**config.mk**
```make
export PLATFORM = sky130hd
export DESIGN_NAME = ps2_scan_rx
export DESIGN_NICKNAME = d
export VERILOG_FILES = /design/src/rtl/ps2_pkg.sv /design/src/rtl/ps2_frame_rx.sv /design/src/rtl/ps2_scan_rx.sv
export SDC_FILE = /design/constraint.sdc
export NUM_CORES = 1
export LEC_CHECK = 0
export ABC_CLOCK_PERIOD_IN_PS = 3000
export CELL_PAD_IN_SITES_DETAIL_PLACEMENT = 1
export CELL_PAD_IN_SITES_GLOBAL_PLACEMENT = 2
export CORE_ASPECT_RATIO = 0.8
export CORE_UTILIZATION = 46
export CTS_BUF_LIST = sky130_fd_sc_hd__clkbuf_8
export CTS_CLUSTER_DIAMETER = 80
export DETAILED_ROUTE_END_ITERATION = 7
export GPL_TIMING_DRIVEN = 1
export PLACE_DENSITY = 0.8
export SKIP_LAST_GASP = 1
export SLEW_MARGIN = 15
export SYNTH_ARGS = -nofsm -noshare
export SYNTH_HDL_FRONTEND = slang
export SYNTH_SLANG_ARGS = --single-unit
```
**constraint.sdc**
```tcl
create_clock -name CLK42 -period 3 [get_ports CLK42]
set_input_delay 0.3 -clock CLK42 [delete_from_list [all_inputs] [get_ports CLK42]]
set_output_delay 0.3 -clock CLK42 [all_outputs]
set_load 0.01 [all_outputs]
```
**src/rtl/ps2_pkg.sv**
```systemverilog
// Shared types and scan-code constants for the PS/2 keyboard receiver.
package ps2_pkg;

    typedef struct packed {
        logic       rel;
        logic       ext;
        logic [7:0] code;
    } ps2_evt_t;

    typedef enum logic [1:0] {
        ST_IDLE,
        ST_DATA,
        ST_PARITY,
        ST_STOP
    } frame_state_t;

    localparam logic [7:0] CODE_EXT  = 8'hE0;
    localparam logic [7:0] CODE_REL  = 8'hF0;
    localparam logic [7:0] CODE_ACK  = 8'hFA;
    localparam logic [7:0] CODE_ECHO = 8'hEE;
    localparam logic [7:0] CODE_BAT  = 8'hAA;

    localparam logic [7:0] SC_LSHIFT = 8'h12;
    localparam logic [7:0] SC_RSHIFT = 8'h59;
    localparam logic [7:0] SC_CTRL   = 8'h14;
    localparam logic [7:0] SC_ALT    = 8'h11;
    localparam logic [7:0] SC_F12    = 8'h07;
    localparam logic [7:0] SC_DEL    = 8'h71;

    // Keyboard status replies that never represent a key.
    function automatic logic is_dropped(input logic [7:0] code);
        return (code == CODE_ACK) || (code == CODE_ECHO) || (code == CODE_BAT);
    endfunction

endpackage

```
**src/rtl/ps2_frame_rx.sv**
```systemverilog
// PS/2 line synchroniser, clock glitch filter, inter-edge timeout and 11-bit frame checker.
module ps2_frame_rx
    import ps2_pkg::*;
#(
    parameter int CLK_HZ     = 42000000,
    parameter int FILTER_LEN = 8,
    parameter int TIMEOUT_US = 2000
) (
    input  logic       clk_i,
    input  logic       rst_i,
    input  logic       kbd_cc_i,
    input  logic       kbd_dd_i,
    output logic [7:0] byte_o,
    output logic       byte_stb_o,
    output logic       err_stb_o
);

    localparam longint TO_CYCLES = (longint'(CLK_HZ) * longint'(TIMEOUT_US)) / 64'sd1000000;
    localparam int     TO_W      = $clog2(TO_CYCLES + 1);
    localparam int     FW        = $clog2(FILTER_LEN);
    localparam logic [TO_W-1:0] TO_RELOAD = TO_W'(TO_CYCLES);
    localparam logic [FW-1:0]   FLT_LAST  = FW'(FILTER_LEN - 1);

    logic [1:0]      meta_q, sync_q;
    logic            filt_q, filt_d;
    logic [FW-1:0]   flt_cnt_q, flt_cnt_d;
    logic [TO_W-1:0] to_q, to_d;
    frame_state_t    state_q, state_d;
    logic [2:0]      bit_cnt_q, bit_cnt_d;
    logic [7:0]      shift_q, shift_d;
    logic            par_q, par_d;
    logic [7:0]      byte_q, byte_d;
    logic            byte_stb_q, byte_stb_d;
    logic            err_stb_q, err_stb_d;
    logic            fall_evt;
    logic            dd_s;

    // Lines idle high, so the synchroniser and filter come out of reset high.
    always_ff @(posedge clk_i or posedge rst_i) begin
        if (rst_i) begin
            meta_q     <= 2'b11;
            sync_q     <= 2'b11;
            filt_q     <= 1'b1;
            flt_cnt_q  <= '0;
            to_q       <= '0;
            state_q    <= ST_IDLE;
            bit_cnt_q  <= '0;
            shift_q    <= '0;
            par_q      <= 1'b0;
            byte_q     <= '0;
            byte_stb_q <= 1'b0;
            err_stb_q  <= 1'b0;
        end else begin
            meta_q     <= {kbd_dd_i, kbd_cc_i};
            sync_q     <= meta_q;
            filt_q     <= filt_d;
            flt_cnt_q  <= flt_cnt_d;
            to_q       <= to_d;
            state_q    <= state_d;
            bit_cnt_q  <= bit_cnt_d;
            shift_q    <= shift_d;
            par_q      <= par_d;
            byte_q     <= byte_d;
            byte_stb_q <= byte_stb_d;
            err_stb_q  <= err_stb_d;
        end
    end

    assign dd_s     = sync_q[1];
    assign fall_evt = filt_q & ~sync_q[0] & (flt_cnt_q == FLT_LAST);

    always_comb begin
        filt_d     = filt_q;
        flt_cnt_d  = '0;
        to_d       = (to_q != '0) ? to_q - 1'b1 : '0;
        state_d    = state_q;
        bit_cnt_d  = bit_cnt_q;
        shift_d    = shift_q;
        par_d      = par_q;
        byte_d     = byte_q;
        byte_stb_d = 1'b0;
        err_stb_d  = 1'b0;

        if (sync_q[0] != filt_q) begin
            if (flt_cnt_q == FLT_LAST) begin
                filt_d = sync_q[0];
            end else begin
                flt_cnt_d = flt_cnt_q + 1'b1;
            end
        end

        if (fall_evt) begin
            to_d = TO_RELOAD;
            unique case (state_q)
                ST_IDLE: begin
                    if (!dd_s) begin
                        state_d   = ST_DATA;
                        bit_cnt_d = '0;
                    end
                end
                ST_DATA: begin
                    shift_d   = {dd_s, shift_q[7:1]};
                    bit_cnt_d = bit_cnt_q + 1'b1;
                    if (bit_cnt_q == 3'd7) state_d = ST_PARITY;
                end
                ST_PARITY: begin
                    par_d   = dd_s;
                    state_d = ST_STOP;
                end
                ST_STOP: begin
                    if (dd_s && (^{shift_q, par_q})) begin
                        byte_d     = shift_q;
                        byte_stb_d = 1'b1;
                    end else begin
                        err_stb_d = 1'b1;
                    end
                    state_d = ST_IDLE;
                end
                default: state_d = ST_IDLE;
            endcase
        end else if ((to_q == '0) && (state_q != ST_IDLE)) begin
            state_d = ST_IDLE;
        end
    end

    assign byte_o     = byte_q;
    assign byte_stb_o = byte_stb_q;
    assign err_stb_o  = err_stb_q;

endmodule

```
**src/rtl/ps2_scan_rx.sv**
```systemverilog
// PS/2 keyboard receiver: prefix folding, modifier tracking, event FIFO and interrupt.
module ps2_scan_rx
    import ps2_pkg::*;
#(
    parameter int CLK_HZ     = 42000000,
    parameter int FILTER_LEN = 8,
    parameter int TIMEOUT_US = 2000,
    parameter int FIFO_DEPTH = 8
) (
    input  logic       CLK42,
    input  logic       RST,
    input  logic       KBD_CC,
    input  logic       KBD_DD,
    input  logic       RD,
    output logic [9:0] DATA,
    output logic       VALID,
    output logic       OVF,
    output logic       PERR,
    input  logic       CLR_ERR,
    output logic       KB_CTRL,
    output logic       KB_ALT,
    output logic       KB_SH,
    output logic       KB_F12,
    output logic       KB_RESET,
    input  logic       INT_ENA,
    output logic       INT
);

    localparam int AW = $clog2(FIFO_DEPTH);
    localparam int CW = AW + 1;

    logic [7:0] rx_byte;
    logic       rx_stb, rx_err;

    ps2_frame_rx #(
        .CLK_HZ    (CLK_HZ),
        .FILTER_LEN(FILTER_LEN),
        .TIMEOUT_US(TIMEOUT_US)
    ) u_frame (
        .clk_i     (CLK42),
        .rst_i     (RST),
        .kbd_cc_i  (KBD_CC),
        .kbd_dd_i  (KBD_DD),
        .byte_o    (rx_byte),
        .byte_stb_o(rx_stb),
        .err_stb_o (rx_err)
    );

    ps2_evt_t        mem [FIFO_DEPTH];
    logic [AW-1:0]   wr_q, wr_d, rd_q, rd_d;
    logic [CW-1:0]   count_q, count_d;
    logic            ext_q, ext_d, rel_q, rel_d;
    logic            sh_q, sh_d, ctrl_q, ctrl_d, alt_q, alt_d, f12_q, f12_d, del_q, del_d;
    logic            ovf_q, ovf_d, perr_q, perr_d, int_q;
    logic            push_req, do_push, pop, full, valid;
    ps2_evt_t        push_evt;

    assign valid = (count_q != '0);
    assign full  = (count_q == CW'(FIFO_DEPTH));
    assign pop   = RD & valid;

    always_comb begin
        ext_d         = ext_q;
        rel_d         = rel_q;
        sh_d          = sh_q;
        ctrl_d        = ctrl_q;
        alt_d         = alt_q;
        f12_d         = f12_q;
        del_d         = del_q;
        push_req      = 1'b0;
        push_evt.rel  = rel_q;
        push_evt.ext  = ext_q;
        push_evt.code = rx_byte;

        if (rx_err) begin
            ext_d = 1'b0;
            rel_d = 1'b0;
        end else if (rx_stb) begin
            if (rx_byte == CODE_EXT) begin
                ext_d = 1'b1;
            end else if (rx_byte == CODE_REL) begin
                rel_d = 1'b1;
            end else if (!is_dropped(rx_byte)) begin
                push_req = 1'b1;
                ext_d    = 1'b0;
                rel_d    = 1'b0;
                // Modifier state follows the key even if the event itself is lost.
                if (rx_byte == SC_LSHIFT || rx_byte == SC_RSHIFT) sh_d = ~rel_q;
                if (rx_byte == SC_CTRL)                           ctrl_d = ~rel_q;
                if (rx_byte == SC_ALT)                            alt_d = ~rel_q;
                if (rx_byte == SC_F12 && !ext_q)                  f12_d = ~rel_q;
                if (rx_byte == SC_DEL && ext_q)                   del_d = ~rel_q;
            end
        end

        do_push = push_req & (~full | pop);
        wr_d    = do_push ? wr_q + 1'b1 : wr_q;
        rd_d    = pop ? rd_q + 1'b1 : rd_q;
        count_d = count_q + CW'(do_push) - CW'(pop);

        ovf_d = ovf_q;
        if (push_req && full && !pop) ovf_d = 1'b1;
        else if (CLR_ERR)             ovf_d = 1'b0;

        perr_d = perr_q;
        if (rx_err)       perr_d = 1'b1;
        else if (CLR_ERR) perr_d = 1'b0;
    end

    always_ff @(posedge CLK42 or posedge RST) begin
        if (RST) begin
            wr_q    <= '0;
            rd_q    <= '0;
            count_q <= '0;
            ext_q   <= 1'b0;
            rel_q   <= 1'b0;
            sh_q    <= 1'b0;
            ctrl_q  <= 1'b0;
            alt_q   <= 1'b0;
            f12_q   <= 1'b0;
            del_q   <= 1'b0;
            ovf_q   <= 1'b0;
            perr_q  <= 1'b0;
            int_q   <= 1'b0;
        end else begin
            wr_q    <= wr_d;
            rd_q    <= rd_d;
            count_q <= count_d;
            ext_q   <= ext_d;
            rel_q   <= rel_d;
            sh_q    <= sh_d;
            ctrl_q  <= ctrl_d;
            alt_q   <= alt_d;
            f12_q   <= f12_d;
            del_q   <= del_d;
            ovf_q   <= ovf_d;
            perr_q  <= perr_d;
            int_q   <= INT_ENA & valid;
        end
    end

    always_ff @(posedge CLK42) begin
        if (do_push) mem[wr_q] <= push_evt;
    end

    // Storage is not reset, so the head is masked while the queue is empty.
    assign DATA     = valid ? mem[rd_q] : '0;
    assign VALID    = valid;
    assign OVF      = ovf_q;
    assign PERR     = perr_q;
    assign KB_CTRL  = ctrl_q;
    assign KB_ALT   = alt_q;
    assign KB_SH    = sh_q;
    assign KB_F12   = f12_q;
    assign KB_RESET = ctrl_q & alt_q & del_q;
    assign INT      = int_q;

endmodule

```
Word-level counts from Yosys, hierarchy flattened. Memory sizes are Yosys's and may differ from the RTL's. Index checks and enable logic that the tools add are counted.

Register bits: 69. Memory bits (writable): 80. Bits of input ports: 7. Output and inout bits: 19. Word-level logic and storage cells: 145. Memories: 1.

$add $sub $neg: 7. Equality and inequality tests: 25. Mux-type cells: 37. Bitwise gates (word level): 15. Reductions and logical operators: 35.

Memory list: mem (words 8, width 10, rd ports 1, clocked after memory_dff 0, write ports 1, line ps2_scan_rx.sv:49) `ps2_evt_t mem [FIFO_DEPTH];`.

Operators with widths (number): 8-bit equality test, second input constant (5); 17-bit 2-to-1 mux (2); 6-bit AND reduction (5); 1-bit 2-to-1 mux (25); 8-bit by 5-bit equality test with 1-bit output, second input constant (3); 17-bit logical NOT (1); 17-bit nonzero test (1); 17-bit by 1-bit subtractor with 17-bit output, second input constant (1); 8-bit by 7-bit equality test with 1-bit output, second input constant (2); 3-bit AND reduction (5); 3-bit by 1-bit adder with 3-bit output, second input constant (4); 2-bit nonzero test (6); 10-bit 2-to-1 mux (1); 3-bit 2-to-1 mux (3); 3-bit by 2-bit != test with 1-bit output, second input constant (3); 9-bit parity (1); 8-bit by 3-bit equality test with 1-bit output, second input constant (1); 2-bit 2-to-1 mux (4); 2-bit case mux with 4 select lines (1); 1-bit AND (7); 1-bit inverter (7); 3-bit equality test, second input constant (2); 1-bit logical AND (6); 3-bit != test, second input constant (2); other kinds (15) (21).

Depth between registers and ports, before layout. Gate-level depths: netlist of run 1.

Word-level depth: 11. Depth in mapped cells: 12. Mapped depth without buffers: 12.

By module. From an unflattened synthesis of run 1, not the netlist that was laid out.

Cells, all modules: 440. Area, all modules: 6542.5 µm².

By module, submodules not included: ps2_scan_rx (instances 1, cells an instance 249, area each 4250.3 µm², seq. area each 2902.8 µm²); ps2_frame_rx (instances 1, cells an instance 191, area each 2292.2 µm², seq. area each 1232.4 µm²).

Worst setup path after synthesis of run 1. OpenSTA, ideal clock, no wires.

Kind: reg-to-reg. Start point: register u_frame.byte_q[6] (netlist: u_frame.byte_o[6]). End point: memory mem[3][0] in the netlist's numbering (enable). Library setup time: 0.392 ns. Arrival: 2.222 ns. Data required time: 2.608 ns. Slack: 0.386 ns. Stages on the path, launching flop included: 6. Path buffers: 0. Period minus slack after synthesis: 2.614 ns. Path through: dfrtp_1 -> nor2b_1 -> a31oi_1 -> o211ai_1 -> or2_2 -> nor3b_1.

Cells in the longest elaborated chain, start to end: 11. Elaborated cells between the ends (all ways): 15. Classes of those cells: eq/ne: 5; mux: 7; bitwise: 1; reduce/logical: 2.

Ends and longest elaborated chain: start: declaration (line ps2_frame_rx.sv:32) `logic [7:0] byte_q, byte_d;`; start signal: assignment (line ps2_frame_rx.sv:63) `byte_q <= byte_d;`; 8-bit equality test (line ps2_pkg.sv:32) `return (code == CODE_ACK) || (code == CODE_ECHO) || (code == CODE_BAT);`; 1-bit logical OR (2 in a row) (line ps2_pkg.sv:32); 1-bit 2-to-1 mux (line ps2_scan_rx.sv:83) `end else if (!is_dropped(rx_byte)) begin`; 1-bit 2-to-1 mux (line ps2_scan_rx.sv:81) `end else if (rx_byte == CODE_REL) begin`; 1-bit 2-to-1 mux (*) (line ps2_scan_rx.sv:79) `if (rx_byte == CODE_EXT) begin`; 1-bit 2-to-1 mux (*) (line ps2_scan_rx.sv:78) `end else if (rx_stb) begin`; 1-bit 2-to-1 mux (*) (line ps2_scan_rx.sv:75) `if (rx_err) begin`; 1-bit AND (*) (line ps2_scan_rx.sv:96) `do_push = push_req & (~full | pop);`; 1-bit 2-to-1 mux (*) (line ps2_scan_rx.sv:143) `if (do_push) mem[wr_q] <= push_evt;`; 1-bit 2-to-1 mux (implied by the code) (*) (line ps2_scan_rx.sv:143); end: declaration (line ps2_scan_rx.sv:49).

Every way passes the cells marked *; elsewhere a longest branch is shown, timed or not.

Final worst setup path of run 1.
Start point: register rd_q[0]. End point: output port DATA[4].

Cells in the longest elaborated chain, start to end: 2.

Ends and longest elaborated chain: start: declaration (line ps2_scan_rx.sv:50) `logic [AW-1:0] wr_q, wr_d, rd_q, rd_d;`; start signal: assignment (line ps2_scan_rx.sv:127) `rd_q <= rd_d;`; memory 8 x 10 bit; 10-bit 2-to-1 mux (line ps2_scan_rx.sv:147) `assign DATA = valid ? mem[rd_q] : '0;`; end: declaration (line ps2_scan_rx.sv:15) `output logic [9:0] DATA,`.

Every way passes these cells.

==> results.py, run 1 <==
metrics = {
    "status": {
        "status": "complete, no violations",
    },
    "clock_tree": {
        "cts_sinks": 149,
        "cts_buffers": 17,
        "cts_resized": 0,
        "cts_tree": "built",
        "postCtsSetupRepairBufs": 0,
        "clock_path_buffers": 2,
        "postCtsHoldBufs": 0,
        "clkTransAtPathRegs_ns": 0.08,
        "clock_latency_ns": 0.46,
        "htree_levels": 4,
        "root_buffer": "clkbuf_8",
    },
    "global_routing": {
        "first_global_vias": 3915,
        "track_usage": 0.204,
        "grt_overflow": 0,
        "grt_pass1_wl_um": 21100,
        "grt_antenna_before_repair": 0,
        "grt_max_degree": 70,
    },
    "worst_setup_path": {
        "crit_path_end_kind": "output pin",
        "arrival_ns": 2.41,
        "crit_path_start": "rd_q[0]$_DFFE_PP0P_",
        "crit_fanout": 22,
        "reg2reg_to": "count_q[3]$_DFF_PP0_",
        "crit_required_ns": 2.70,
        "reg2reg_depth": 9,
        "reg2reg_from": "u_frame.byte_o[1]$_DFFE_PP0P_",
        "cp-start-kind": "flop",
        "path_class": "reg -> out",
        "r2r_slack_ns": 0.34,
    },
    "hold_path": {
        "hold_depth": 1,
        "hold_path_end": "u_frame.meta_q[1]$_DFF_PP1_",
        "min_from": "KBD_DD",
        "holdCritPathClass": "in -> reg",
    },
    "yosys": {
        "async_reset_ff_frac": 0.463,
        "yosys_warnings": 0,
        "ys_seq_area_frac": 0.651,
        "syn_avg_cell_area_um2": 14.9,
        "yosysTopAreaCellShare": 0.378,
        "synth_area_um2": 6350,
        "syn_inst": 427,
        "synth_area_leaders": "edfxtp_1, dfrtp_1, mux4_2, ha_1, mux2_2",
        "syn_nets": 453,
        "synth_most_common_cell": "edfxtp_1",
        "synth_flop_cell": "edfxtp_1",
        "ys_types": 49,
        "synth_common_cells": "edfxtp_1, dfrtp_1, nor2_1, inv_1, mux4_2",
        "yosys_register_bits": 149,
        "synth_top_area_cell": "edfxtp_1",
        "synth_edf_count": 80,
    },
    "final_layout": {
        "final_area_um2": 7310,
        "drive_gt1_frac": 0.202,
        "seqCellArea_um2": 4140,
        "diodes": 0,
        "areaGrowthSynthToFinish_pct": 15.1,
        "multi_input_area_um2": 2070,
        "final_net_count": 502,
        "num-fill-cells": 1349,
    },
    "timing": {
        "fmax_ghz": 0.368,
        "rsz0062_at_grt": "false",
        "clock_skew_ns": 0.0137,
        "setup_tns_ns": 0,
        "slew_headroom": 0.393,
        "period_minus_slack_ns": 2.71,
        "setup-violations-final": 0,
        "min_period_over_period": 0.905,
        "finalHoldViolCount": 0,
        "worst_pin_slew_ns": 0.911,
        "timing.hold.ws_ns": 0.251,
        "timing.final.max_slew_violations": 0,
        "fin_ws_ns": 0.286,
    },
    "detailed_routing": {
        "drt_iter0_markers": 180,
        "ant_nets": 0,
        "firstDrtPassIters": 4,
        "post_drt_wl_per_cell_um": 19.5,
        "vias": 3593,
        "viasPerCell": 5.37,
        "drc": 0,
        "wl_um": 13100,
    },
    "floorplanning": {
        "num_io_pins": 26,
        "coreArea_um2": 13500,
        "die_w_um": 133,
        "std_cell_rows": 38,
        "initial_core_util": 0.470,
        "die_area_um2": 14300,
        "die_h_um": 107,
    },
    "power_and_ir_drop": {
        "vdd_drop_max_mv": 0.483,
        "p_leak_nw": 3.18,
        "report.power.total_mw": 4.99,
        "pwr_density_cell_nw_per_um2": 683,
    },
    "run": {
        "drv_cap": 0,
    },
    "place": {
        "placement.io_buffers": 25,
        "routabilityCongestion": 0.683,
        "placed_cell_area_um2": 6910,
        "dpl_worst_slack_ns": 0.332,
        "dpl.hpwl_um": 8750,
    },
}
## cell type report
class	count	share of cell area
clock buffer	19	0.0358
clock inverter	13	0.0193
inverter	27	0.0139
multi-input combinational	241	0.284
sequential	149	0.565
tap	180	0.0308
timing repair buffer	40	0.0513
## worst max-delay path by stage
stage               depth (start not counted)              endpoint  slack (ns)
floorplan                                   5   mem[3][0]$_DFFE_PP_        0.39
CTS                                         5               DATA[4]        0.25
global placement                            9  count_q[2]$_DFF_PP0_        0.41
detailed placement                          9  count_q[2]$_DFF_PP0_        0.33
global route                                9  count_q[3]$_DFF_PP0_        0.04
finish                                      5               DATA[4]        0.29
## power breakdown
part	internal, mW	switching (mW)	total (mW)	leakage [nW]
logic	0.442	0.454	0.896	1.13
registers	2.33	0.192	2.52	1.83
clock network	0.851	0.730	1.58	0.221
## per-stage QoR
stage	utilization	instances
floorplan	-	427
global placement	0.512	637
detailed placement	0.512	637
CTS	0.542	669
global route	0.542	669
finish	0.542	669
## cells by family after synthesis
logic type,after synthesis,share of synthesized area
buffers and inverters,37,0.0225
xor gates and xnor gates,25,0.0378
DFF,149,0.651
adders and majority gates,19,0.0386
and+or+nand+nor,109,0.0877
muxes,53,0.127
AOI/OAI and AO/OA,35,0.0358
## flip-flops by register name, indices dropped and copies added (netlist names), 2 cells and up
signal,flops
wr_q,3
u_frame.meta_q,2
u_frame.to_q,17
u_frame.byte_o,8
u_frame.shift_q,8
u_frame.flt_cnt_q,3
count_q,4
u_frame.state_q,2
u_frame.bit_cnt_q,3
mem,80
u_frame.sync_q,2
rd_q,3
## critical path, stage by stage, from the launching register on
cell	delay, ns
dfrtp_1	0.38
buf_12	0.22
mux4_2	0.52
mux2i_1	0.27
nor2_1	0.07
clkdlybuf4s50_1	0.48
## layer usage
layer,up-vias,routed length (um),global-route usage
met1,1860,5780,0.262
met3,18,561,0.0473
li1,1653,-,-
met4,0,203,0.0820
met5,-,0,0
met2,62,6530,0.334
## layout by cell type (no fill, tap or decap), types with 2 or more instances in the layout
cell type,instances
nand2b_1,3
dfrtp_1,64
a21oi_1,9
dfstp_2,5
inv_1,30
nor2_1,43
mux4_2,20
nand4_1,2
clkbuf_8,19
nand2_1,17
ha_1,18
nand3_1,8
o41ai_1,2
xnor2_1,14
clkdlybuf4s50_1,25
xor2_1,9
nor2b_1,3
o21ai_0,10
edfxtp_1,80
bufinv_16,3
and2_1,4
clkinv_2,4
nor3b_1,5
a21o_1,2
or2_2,4
mux2i_1,14
nor3_1,10
buf_4,14
o31ai_1,3
mux2_2,19
a32o_1,2
No activity file was read; power rests on OpenSTA's default activity.
==> inputs of run 2 (changes only) <==
--- a/config.mk
+++ b/config.mk
@@ -15,6 +15,7 @@
 export DETAILED_ROUTE_END_ITERATION = 7
 export GPL_TIMING_DRIVEN = 1
 export PLACE_DENSITY = 0.8
+export SETUP_SLACK_MARGIN = 0.05
 export SKIP_LAST_GASP = 1
 export SLEW_MARGIN = 15
 export SYNTH_ARGS = -nofsm -noshare
==> results.py, run 2 (synthesis gave the netlist of run 1 again) <==
metrics = {
    "status": {
        "status": "complete, no violations",
    },
    "timing": {
        "setup-violations-final": 0,
        "period_minus_slack_ns": 2.72,
        "min_period_over_period": 0.905,
        "clock_skew_ns": 0.0125,
        "rsz0062_at_grt": "false",
        "timing.hold.ws_ns": 0.251,
        "fmax_ghz": 0.368,
        "finalHoldViolCount": 0,
        "slew_headroom": 0.390,
        "fin_ws_ns": 0.284,
        "setup_tns_ns": 0,
        "worst_pin_slew_ns": 0.915,
        "timing.final.max_slew_violations": 0,
    },
    "detailed_routing": {
        "wl_um": 13200,
        "vias": 3607,
        "firstDrtPassIters": 4,
        "viasPerCell": 5.38,
        "drt_iter0_markers": 170,
        "ant_nets": 0,
        "drc": 0,
        "post_drt_wl_per_cell_um": 19.6,
    },
    "floorplanning": {
        "die_area_um2": 14300,
        "std_cell_rows": 38,
        "coreArea_um2": 13500,
        "num_io_pins": 26,
        "die_w_um": 133,
        "die_h_um": 107,
        "initial_core_util": 0.470,
    },
    "hold_path": {
        "hold_depth": 1,
        "holdCritPathClass": "in -> reg",
    },
    "final_layout": {
        "regMostFlops": "mem",
        "final_cell_mix": "edfxtp_1, dfrtp_1, nor2_1",
        "final_area_um2": 7330,
        "drive_gt1_frac": 0.206,
        "reg.largest.list": "mem (80), u_frame.to_q (17)",
        "layout.cells.non_filler": 671,
        "final_net_count": 504,
        "diodes": 0,
        "largest_reg_flops": 80,
        "areaGrowthSynthToFinish_pct": 15.4,
        "fin_util": 0.543,
        "layout_commonest_cell": "edfxtp_1",
    },
    "run": {
        "drv_cap": 0,
    },
    "place": {
        "dpl_worst_slack_ns": 0.332,
        "place_inst": 637,
        "placement.io_buffers": 25,
        "placed_cell_area_um2": 6910,
        "dpl.hpwl_um": 8750,
        "routabilityCongestion": 0.683,
    },
    "worst_setup_path": {
        "crit_required_ns": 2.70,
        "crit_path_end_kind": "output pin",
        "reg2reg_depth": 9,
        "path_class": "reg -> out",
        "crit_fanout": 22,
        "arrival_ns": 2.42,
        "cp-start-kind": "flop",
    },
    "clock_tree": {
        "clkTransAtPathRegs_ns": 0.08,
        "clock_latency_ns": 0.46,
        "htree_levels": 4,
        "cts_sinks": 149,
        "cts_tree": "built",
        "clock_path_buffers": 2,
        "cts_resized": 0,
        "cts_buffers": 17,
        "root_buffer": "clkbuf_8",
    },
    "power_and_ir_drop": {
        "p_leak_nw": 3.19,
        "pwr_density_cell_nw_per_um2": 682,
        "report.power.total_mw": 5.00,
        "vdd_drop_max_mv": 0.486,
    },
    "global_routing": {
        "grt_overflow": 0,
        "track_usage": 0.204,
        "grt_pass1_wl_um": 21100,
        "grt_antenna_before_repair": 0,
        "first_global_vias": 3915,
        "grt_max_degree": 70,
    },
}
## run 2: cell count changes in the layout (fill, tap and decap cells not counted)
cell   change
buf_4      +2
## run 2: cell type report
type,instances,area [um2]
Clock buffer,19,262
Sequential cell,149,4140
Timing Repair Buffer,42,390
Fill cell,1348,6170
Multi-Input combinational cell,241,2070
Tap cell,180,225
Inverter,27,101
Clock inverter,13,141
## run 2: what timing repair did
action	in CTS	in global routing
setup endpoints to repair	0	1
buffers inserted	0	2
hold endpoints to repair	0	0
hold buffers	0	0
## run 2: power breakdown
| part | switching (mW) | internal, mW | leakage (nW) | total, mW |
|---|---|---|---|---|
| logic | 0.457 | 0.442 | 1.14 | 0.899 |
| clock network | 0.728 | 0.851 | 0.221 | 1.58 |
| registers | 0.193 | 2.33 | 1.83 | 2.52 |
## run 2: worst max-delay path, cell delays in order (launching register included)
cell and delay (ns):
dfrtp_1 0.38, buf_12 0.22, mux4_2 0.53, mux2i_1 0.27, nor2_1 0.07, clkdlybuf4s50_1 0.48
## run 2: routing by layer
layer / wire length, um / share of wire / GRT usage
met5: 0 / 0 / 0
met1: 5930 / 0.45 / 0.262
met4: 232 / 0.018 / 0.0820
met2: 6540 / 0.50 / 0.334
met3: 466 / 0.035 / 0.0473
## run 2: worst paths after layout
check / end / slack (ns) / from
max in group asynchronous: u_frame.shift_q[1]$_DFFE_PP0P_ / 1.95 / RST
worst max register to register: count_q[3]$_DFF_PP0_ / 0.35 / u_frame.byte_o[1]$_DFFE_PP0P_
worst min register to register: u_frame.sync_q[0]$_DFF_PP1_ / 0.36 / u_frame.meta_q[0]$_DFF_PP1_
worst max-delay path: DATA[4] / 0.28 / rd_q[0]$_DFFE_PP0P_
worst min-delay path: u_frame.meta_q[0]$_DFF_PP1_ / 0.25 / KBD_CC
min in group asynchronous: u_frame.flt_cnt_q[0]$_DFF_PP0_ / 0.40 / RST
